**config.mk**
```make
export PLATFORM = sky130hd
export DESIGN_NAME = axi4_burst_read_engine
export DESIGN_NICKNAME = d
export VERILOG_FILES = /design/src/rtl/axi4_pkg.sv /design/src/rtl/axi4_burst_splitter.sv /design/src/rtl/axi4_burst_read_engine.sv
export SDC_FILE = /design/constraint.sdc
export NUM_CORES = 1
export LEC_CHECK = 0
export ABC_AREA = 1
export BUFFER_PORTS_ARGS = -buffer_cell sky130_fd_sc_hd__buf_2
export CORE_ASPECT_RATIO = 0.7
export CORE_MARGIN = 2
export CORE_UTILIZATION = 49
export DETAILED_ROUTE_END_ITERATION = 8
export GPL_ROUTABILITY_DRIVEN = 1
export GPL_TIMING_DRIVEN = 1
export PLACE_DENSITY = 0.79
export SYNTH_ARGS = -nofsm -noshare
export SYNTH_HDL_FRONTEND = slang
export SYNTH_SLANG_ARGS = --single-unit
```
**constraint.sdc**
```tcl
create_clock -name clk -period 5.3 [get_ports clk]
set_input_delay 1.06 -clock clk [delete_from_list [all_inputs] [get_ports clk]]
set_output_delay 1.06 -clock clk [all_outputs]
set_load 0.005 [all_outputs]
```
**src/rtl/axi4_pkg.sv**
```systemverilog
// Shared AXI4 constants and the read-engine state type.
//  AXI_BURST_INCR : ARBURST encoding for incrementing bursts
//  AXI_RESP_OKAY  : RRESP encoding for a good beat
//  AXI_4KB        : size of the address window no burst may cross
//  state_e        : read-engine FSM states
package axi4_pkg;

   localparam logic [1:0] AXI_BURST_INCR = 2'b01;
   localparam logic [1:0] AXI_RESP_OKAY  = 2'b00;
   localparam int         AXI_4KB        = 4096;

   typedef enum logic [1:0] {
      IDLE  = 2'd0,
      ADDR  = 2'd1,
      DRAIN = 2'd2,
      DONE  = 2'd3
   } state_e;

endpackage

```
**src/rtl/axi4_burst_splitter.sv**
```systemverilog
// Combinational burst sizing for the read engine.
// Ports:
//  rem_beats_i : beats still to be requested for the transfer
//  addr_lo_i   : low 12 bits of the next burst address
//  beats_o     : min(rem_beats, MAX_BURST_LEN, beats left before the next 4 KB boundary)
//  arlen_o     : beats_o - 1, in ARLEN encoding
module axi4_burst_splitter
   import axi4_pkg::*;
#(
   parameter int TRAN_BYTE_NUM_WIDTH = 16,
   parameter int DATA_BYTES          = 4,
   parameter int MAX_BURST_LEN       = 16
) (
   input  logic [TRAN_BYTE_NUM_WIDTH-1:0] rem_beats_i,
   input  logic [11:0]                    addr_lo_i,
   output logic [TRAN_BYTE_NUM_WIDTH-1:0] beats_o,
   output logic [7:0]                     arlen_o
);

   localparam int SIZE = $clog2(DATA_BYTES);
   // Compare in a width that holds both the beat count and a full 4 KB page of beats.
   localparam int CW   = (TRAN_BYTE_NUM_WIDTH > 13) ? TRAN_BYTE_NUM_WIDTH : 13;

   logic [12:0]   page_bytes;
   logic [CW-1:0] rem_c;
   logic [CW-1:0] page_c;
   logic [CW-1:0] mbl_c;
   logic [CW-1:0] min_c;

   assign page_bytes = 13'(AXI_4KB) - {1'b0, addr_lo_i};
   assign rem_c      = CW'(rem_beats_i);
   assign page_c     = CW'(page_bytes >> SIZE);
   assign mbl_c      = CW'(MAX_BURST_LEN);

   always_comb begin
      min_c = rem_c;
      if (mbl_c < min_c) begin
         min_c = mbl_c;
      end
      if (page_c < min_c) begin
         min_c = page_c;
      end
   end

   // min_c never exceeds rem_beats_i, so the narrowing is lossless.
   assign beats_o = min_c[TRAN_BYTE_NUM_WIDTH-1:0];
   assign arlen_o = 8'(min_c - CW'(1));

endmodule

```
**src/rtl/axi4_burst_read_engine.sv**
```systemverilog
// AXI4 read master that copies a contiguous byte range into a local SRAM.
// Ports:
//  clk, rst_n                : clock, asynchronous active-low reset
//  start_i, base_addr_i,
//  total_byte_num_i          : transfer request, sampled while idle
//  busy_o, done_o, error_o   : transfer status; error_o is valid with done_o
//  sram_addr_o/data_o/valid_o,
//  sram_ready_i              : SRAM write port, one word per accepted R beat
//  m_axi_ar*                 : AR channel (INCR bursts, never crossing 4 KB)
//  m_axi_r*                  : R channel, back-pressured by sram_ready_i
module axi4_burst_read_engine
   import axi4_pkg::*;
#(
   parameter int AXI_ID_WIDTH        = 1,
   parameter int AXI_ADDR_WIDTH      = 32,
   parameter int AXI_DATA_WIDTH      = 32,
   parameter int TRAN_BYTE_NUM_WIDTH = 16,
   parameter int SRAM_ADDR_WIDTH     = 32,
   parameter int MAX_BURST_LEN       = 16,
   parameter int MAX_OUTSTANDING     = 4
) (
   input  logic                           clk,
   input  logic                           rst_n,
   input  logic                           start_i,
   input  logic [AXI_ADDR_WIDTH-1:0]      base_addr_i,
   input  logic [TRAN_BYTE_NUM_WIDTH-1:0] total_byte_num_i,
   output logic                           busy_o,
   output logic                           done_o,
   output logic                           error_o,
   output logic [SRAM_ADDR_WIDTH-1:0]     sram_addr_o,
   output logic [AXI_DATA_WIDTH-1:0]      sram_data_o,
   output logic                           sram_valid_o,
   input  logic                           sram_ready_i,
   output logic [AXI_ID_WIDTH-1:0]        m_axi_arid,
   output logic [AXI_ADDR_WIDTH-1:0]      m_axi_araddr,
   output logic [7:0]                     m_axi_arlen,
   output logic [2:0]                     m_axi_arsize,
   output logic [1:0]                     m_axi_arburst,
   output logic                           m_axi_arvalid,
   input  logic                           m_axi_arready,
   input  logic [AXI_ID_WIDTH-1:0]        m_axi_rid,
   input  logic [AXI_DATA_WIDTH-1:0]      m_axi_rdata,
   input  logic [1:0]                     m_axi_rresp,
   input  logic                           m_axi_rlast,
   input  logic                           m_axi_rvalid,
   output logic                           m_axi_rready
);

   localparam int DATA_BYTES = AXI_DATA_WIDTH / 8;
   localparam int AXI_SIZE   = $clog2(DATA_BYTES);
   localparam int OW         = $clog2(MAX_OUTSTANDING + 1);

   state_e                         state_q, state_d;
   logic [AXI_ADDR_WIDTH-1:0]      addr_q, addr_d;
   logic [TRAN_BYTE_NUM_WIDTH-1:0] rem_q, rem_d;
   logic [OW-1:0]                  outst_q, outst_d;
   logic [SRAM_ADDR_WIDTH-1:0]     sram_addr_q, sram_addr_d;
   logic                           err_q, err_d;

   logic [TRAN_BYTE_NUM_WIDTH-1:0] beats;
   logic                           ar_hs;
   logic                           r_hs;
   logic                           r_last_hs;
   logic                           misaligned;
   logic                           unused_rid;

   axi4_burst_splitter #(
      .TRAN_BYTE_NUM_WIDTH (TRAN_BYTE_NUM_WIDTH),
      .DATA_BYTES          (DATA_BYTES),
      .MAX_BURST_LEN       (MAX_BURST_LEN)
   ) u_splitter (
      .rem_beats_i (rem_q),
      .addr_lo_i   (addr_q[11:0]),
      .beats_o     (beats),
      .arlen_o     (m_axi_arlen)
   );

   assign busy_o        = (state_q != IDLE);
   assign done_o        = (state_q == DONE);
   assign error_o       = err_q;
   assign sram_addr_o   = sram_addr_q;
   assign sram_data_o   = m_axi_rdata;
   assign sram_valid_o  = m_axi_rvalid & busy_o;

   assign m_axi_arid    = '0;
   assign m_axi_araddr  = addr_q;
   assign m_axi_arsize  = 3'(AXI_SIZE);
   assign m_axi_arburst = AXI_BURST_INCR;
   // Outstanding can only fall while ADDR is waiting, so once raised arvalid stays up until accepted.
   assign m_axi_arvalid = (state_q == ADDR) && (outst_q < OW'(MAX_OUTSTANDING));
   assign m_axi_rready  = sram_ready_i & busy_o;

   assign ar_hs      = m_axi_arvalid & m_axi_arready;
   assign r_hs       = m_axi_rvalid & m_axi_rready;
   assign r_last_hs  = r_hs & m_axi_rlast;
   assign misaligned = (|base_addr_i[AXI_SIZE-1:0]) | (|total_byte_num_i[AXI_SIZE-1:0]);
   assign unused_rid = ^m_axi_rid;

   always_comb begin
      state_d     = state_q;
      addr_d      = addr_q;
      rem_d       = rem_q;
      err_d       = err_q;
      sram_addr_d = sram_addr_q;
      // Accept and completion in the same cycle cancel out.
      outst_d     = outst_q + OW'(ar_hs) - OW'(r_last_hs);

      if (r_hs) begin
         sram_addr_d = sram_addr_q + SRAM_ADDR_WIDTH'(1);
         if (m_axi_rresp != AXI_RESP_OKAY) begin
            err_d = 1'b1;
         end
      end

      case (state_q)
         IDLE: begin
            if (start_i) begin
               sram_addr_d = '0;
               err_d       = misaligned;
               addr_d      = base_addr_i;
               rem_d       = total_byte_num_i >> AXI_SIZE;
               if (misaligned || (total_byte_num_i == '0)) begin
                  state_d = DONE;
               end else begin
                  state_d = ADDR;
               end
            end
         end
         ADDR: begin
            if (ar_hs) begin
               addr_d = addr_q + (AXI_ADDR_WIDTH'(beats) << AXI_SIZE);
               rem_d  = rem_q - beats;
               if (rem_q == beats) begin
                  state_d = DRAIN;
               end
            end
         end
         DRAIN: begin
            if (outst_q == '0) begin
               state_d = DONE;
            end
         end
         DONE: begin
            state_d = IDLE;
         end
         default: begin
            state_d = IDLE;
         end
      endcase
   end

   always_ff @(posedge clk or negedge rst_n) begin
      if (!rst_n) begin
         state_q     <= IDLE;
         addr_q      <= '0;
         rem_q       <= '0;
         outst_q     <= '0;
         sram_addr_q <= '0;
         err_q       <= 1'b0;
      end else begin
         state_q     <= state_d;
         addr_q      <= addr_d;
         rem_q       <= rem_d;
         outst_q     <= outst_d;
         sram_addr_q <= sram_addr_d;
         err_q       <= err_d;
      end
   end

endmodule
```
Yosys cells after proc, flatten, opt, wreduce, memory -nomap -nowiden. Cells that the tools add are included.

Flip-flop bits (word level): 86. Latch bits: 0. Memory bits (writable): 0. Bits in read-only memories: 0. Input bits: 90. Output and inout bits: 116. Logic and storage cells: 63. Memories: 0.

$add $sub $neg: 7. $mul: 0. Divide/modulo/power cells: 0. $lt $le $gt $ge: 3. Equal/unequal tests: 8. Shift operators: 0. Muxes and demuxes: 21. Bitwise gates (word level): 6. Reduce and logical (&&, ||, !) cells: 12.

Operators by type and width (count): $mux 32 (5); $mux 16 (4); $pmux 32 s2 (1); $add 32x1->32 const B (1); $add 32x18->32 (1); $pmux 16 s2 (1); $eq 16x16->1 (1); $logic_not 16->1 (1); $lt 11x16->1 (1); $lt 5x16->1 const A (1); $sub 16x16->16 (1); $sub 13x12->13 const A (1); $mux 2 (5); $pmux 2 s4 (1); $sub 8x1->8 const B (1); $ne 2x2->1 const B (3); $reduce_bool 2->1 (3); $and 1x1->1 (5); $eq 2x2->1 const B (2); $mux 1 (4); $reduce_and 4->1 (1); $reduce_or 2->1 (2); $add 3x1->3 (1); $logic_not 3->1 (1); 9 further kinds (9).

Depth between registers and ports, before layout.
Word-level depth: 8. Gate-level depth with buffers: 44. Mapped depth without buffers: 44.

Modules after synthesis. A second synthesis with hierarchy kept.

Cells, all modules: 1337. Area total of the unflattened synthesis: 8406.8 µm².

Modules (own cells, without submodules): axi4_burst_read_engine (instances 1, cells each 1160, area each 7454.6 µm², seq. area each 2152.1 µm²); axi4_burst_splitter (instances 1, cells each 177, area each 952.2 µm², seq. area each 0.0 µm²).

Least setup slack after synthesis. OpenSTA, ideal clock, no wires.

Path kind: register to register. From: register addr_q[0] (netlist: m_axi_araddr[0]). To: register addr_q[24] (netlist: m_axi_araddr[24]). Setup time: 0.130 ns. Arrival time: 4.993 ns. Required time: 5.170 ns. Setup slack: 0.177 ns. Cell stages (with the launch flop): 43. Buffers on the path: 0. Clock period less this slack: 5.123 ns. Cells stage by stage: dfrtp_1 > nor2_1 > nand2_1 > nor2_1 > inv_1 > nor2_1 > inv_1 > nor2_2 > inv_2 > nor2_2 > inv_2 > nor2_4 > nand2_1 > nor2_2 > inv_2 > nor2_2 > inv_2 > nand2_1 > [7 not listed] > o21ai_1 > ha_1 > inv_1 > fa_1 > inv_1 > nand3_1 > nand2_1 > a21oi_1 > o21ai_1 > a21boi_1 > o21ai_1 > nand2_1 > nand2_1 > nand2_1 > a21oi_1 > o21ai_1 > nand2_1 > o21ai_0.

Longest elaborated chain between the ends: 6.

RTL lines: start, declared (RTL line axi4_burst_read_engine.sv:54) `logic [AXI_ADDR_WIDTH-1:0] addr_q, addr_d;`; start signal, assigned (RTL line axi4_burst_read_engine.sv:162) `addr_q <= addr_d;`; $sub 13x12->13 (RTL line axi4_burst_splitter.sv:30) `assign page_bytes = 13'(AXI_4KB) - {1'b0, addr_lo_i};`; $lt 11x16->1 (RTL line axi4_burst_splitter.sv:40) `if (page_c < min_c) begin`; $mux 16 (RTL line axi4_burst_splitter.sv:40); $add 32x18->32 (*) (RTL line axi4_burst_read_engine.sv:131) `addr_d = addr_q + (AXI_ADDR_WIDTH'(beats) << AXI_SIZE);`; $mux 32 (*) (RTL line axi4_burst_read_engine.sv:130) `if (ar_hs) begin`; $pmux 32 s2 (*) (RTL line axi4_burst_read_engine.sv:115) `case (state_q)`.

Every way passes the cells marked *; elsewhere a longest branch is shown, timed or not. The select of a mux whose other input is x is not followed. A chain may end at the register's enable or synchronous reset.

Worst setup path after layout.
From: register addr_q[1] (netlist: m_axi_araddr[1]). To: register addr_q[24] (netlist: m_axi_araddr[24]).

Same word-level chain as after synthesis.

==> results.toml <==
[outcome]
outcome = "finished, final reports clean"

[clock_network]
cts_sinks = 86
clock_latency_ns = 0.35
cts_tree = "built"
clk_pin_slew_ns = 0.07
cts_max_level = 3
numCtsBuffers = 9
cts_hold_buf = 0
clockBufferDepth = 2
root_buffer = "clkbuf_16"

[drt]
antenna_left = 0
post_drt_wl_per_cell_um = 15.5
drt_pre_antenna_iters = 6
viasPerCell = 5.46
via_count = 7416
drt_iter0_drc = 659
totalWireLength_um = 21000
drc = 0

[power]
p_sw_mw = 3.08
powerDensity_nw_per_um2 = 694
swShare_pct = 49.9
power.share.clock_pct = 12.5
pwr-share-seq_pct = 18.6
max-vdd-ir-drop_mv = 0.332
cell_internal_pwr_mw = 3.10
p_comb_share_pct = 68.9
leakagePower_nw = 4.38

[floorplan]
row_count = 37
coreArea_um2 = 14500
io_pins = 206
die_x_um = 149
die-area_um2 = 15800
die_h_um = 106
start_util_pct = 49.7

[synthesis]
synthArstFlopShare_pct = 100
netlist.area_leader.share_pct = 29.8
synthDistinctLibCells = 53
synth_edf_count = 0
synth_top_area_cell = "dfrtp_1"
ys_seq_area_share_pct = 29.8
synth_area_um2 = 7230
synth-seq-cells = 86
netlist_top_cells_area = "dfrtp_1 (30%), nand2_1 (10%), ha_1 (8.7%)"
syn_inst = 1004
ys_warn_count = 0
synthFlopType = "dfrtp_1"
synth.avg_cell_area_um2 = 7.20

[worst_setup_path]
cp_data_arrival_time_ns = 5.51
max_stage_delay_ns = 0.39
required_ns = 5.53
cp-end-kind = "flip-flop"
worst_path_max_delay_cell = "dfrtp_1"
reg2regPathDepth = 38
critPathMaxFanout = 4
worstSetupStartpointType = "flip-flop"
worstSetupPathType = "reg -> reg"

[layout]
final_area_um2 = 8900
antenna_cells = 0
finalNetCount = 1300
drive_gt1_share_pct = 26.5
stdcell_count = 1357
area.growth.synth_to_final_pct = 23.2
fillers = 1304

[flow_run]
cap_violations = 0

[timing]
finalSetupViolCount = 0
drv_slew = 0
fin_skew_ns = 0.0109
fin_crit_sh_pct = 99.6
rsz0062_at_grt = "yes"
whs_ns = 0.522
max-slew-margin-rel_pct = 35.2
fmax_mhz = 189
worst_pin_slew_ns = 0.966
period_minus_slack_ns = 5.28
finalHoldViolCount = 0
tns_ns = 0

[placement]
dp.cells = 1321
postPlaceCellArea_um2 = 8060
port-buffer-count = 134
dp_hpwl_um = 15300
gp_congestion = 0.945

[global_routing]
grt_usage_pct = 26.1
grt_pass1_vias = 6615
overflow = 0
antenna_found_initial = 0
grt_pass1_wl_um = 32800
grt_max_degree = 69

[min_path]
worstHoldPathType = "reg -> reg"
whs_path_depth = 1
power groups by stage:
stage / combinational [mW] / clock [mW] / sequential, mW
floorplan: 2.52 / 0 / 1.10
global placement: 3.52 / 0 / 1.13
detailed placement: 3.61 / 0 / 1.14
CTS: 3.66 / 0.788 / 1.13
global route: 4.72 / 0.805 / 1.18
finish: 4.26 / 0.771 / 1.15
state kept, by name (all words and copies together) (netlist names):
signal        cells
error_o           1
m_axi_araddr     32
outst_q           3
rem_q            16
sram_addr_o      32
state_q           2
placed cells by master, fill, tap and decap left out, drive strengths merged, types with 21 or more instances in the layout:
master,instances
nand2,202
buf,181
nor2,128
inv,122
o21ai,95
dfrtp,86
a21oi,51
ha,50
nand3,43
xor2,32
nor3,22
conb,21
synthesized netlist by cell type (all sizes together) (13+ instances only):
| cell | count |
|---|---|
| a21oi | 51 |
| inv | 122 |
| o211ai | 15 |
| nand4 | 17 |
| o21ai | 95 |
| clkbuf | 13 |
| xnor2 | 18 |
| nor3 | 22 |
| nor2 | 128 |
| nand3 | 43 |
| ha | 50 |
| nand2 | 202 |
| xor2 | 32 |
| dfrtp | 86 |
| nor4 | 13 |
| buf | 46 |
per-stage QoR:
stage	total power [mW]	util, %	worst slack (ns)
after detailed placement	4.75	55.4	-0.0134
after global placement	4.66	55.4	0.101
final	6.18	61.3	0.0219
after floorplan	3.63	-	0.177
after CTS	5.58	58.1	0.0174
after global routing	6.70	61.3	-0.221
cells by family (layout without fill, tap and decap cells):
kind of cell | after synthesis | after routing | share of synthesized area (%)
other cells | 2 | 21 | 0.104
buf+inv | 182 | 321 | 11.6
flops | 86 | 86 | 29.8
xor+xnor | 50 | 50 | 6.06
fa+ha+maj | 53 | 53 | 9.48
compound gates | 197 | 197 | 15.4
simple gates | 434 | 434 | 27.6
final timing paths:
| path | startpoint | to | slack, ns |
|---|---|---|---|
| setup reg to reg | m_axi_araddr[1]$_DFFE_PN0P_ | m_axi_araddr[24]$_DFFE_PN0P_ | 0.02 |
| min in group asynchronous | rst_n | m_axi_araddr[1]$_DFFE_PN0P_ | 0.67 |
| setup / recovery | m_axi_araddr[1]$_DFFE_PN0P_ | m_axi_araddr[24]$_DFFE_PN0P_ | 0.02 |
| hold / removal | outst_q[0]$_DFF_PN0_ | outst_q[0]$_DFF_PN0_ | 0.52 |
| hold reg to reg | outst_q[0]$_DFF_PN0_ | outst_q[0]$_DFF_PN0_ | 0.52 |
| max in group asynchronous | rst_n | sram_addr_o[23]$_DFF_PN0_ | 3.57 |
routing by layer:
metal / global-route usage [%] / vias to the layer above / wire length, um
li1: - / 3576 / -
met1: 38.7 / 3483 / 9450
met2: 39.2 / 340 / 9530
met3: 5.11 / 17 / 1910
met4: 5.58 / 0 / 150
met5: 0 / - / 0
layout make-up:
cell class | count | area [um^2] | share of cell area [%]
Inverter | 123 | 468 | 5.26
Clock buffer | 10 | 239 | 2.68
Sequential cell | 86 | 2150 | 24.2
Timing Repair Buffer | 182 | 1070 | 12.1
Multi-Input combinational cell | 755 | 4610 | 51.8
Tap cell | 195 | 244 | 2.74
Clock inverter | 6 | 118 | 1.32
worst max-delay path: cells and delay by family, from the launching register on:
| family | cells | cell delay, ns |
|---|---|---|
| buffers and inverters | 7 | 0.55 |
| adder cells (fa/ha/maj) | 3 | 0.84 |
| AND/OR/NAND/NOR | 18 | 1.71 |
| flip-flops | 1 | 0.39 |
| AO/OA/AOI/OAI | 9 | 1.31 |
| XOR/XNOR | 1 | 0.32 |
repair_timing:
action                                  in CTS  in global routing
resized for setup                            6                 83
pin swaps                                    1                 20
endpoints found under the setup margin       4                 37
buffers inserted                             2                 18
cloned                                       0                  1
Power figures use the tool's default switching activity.
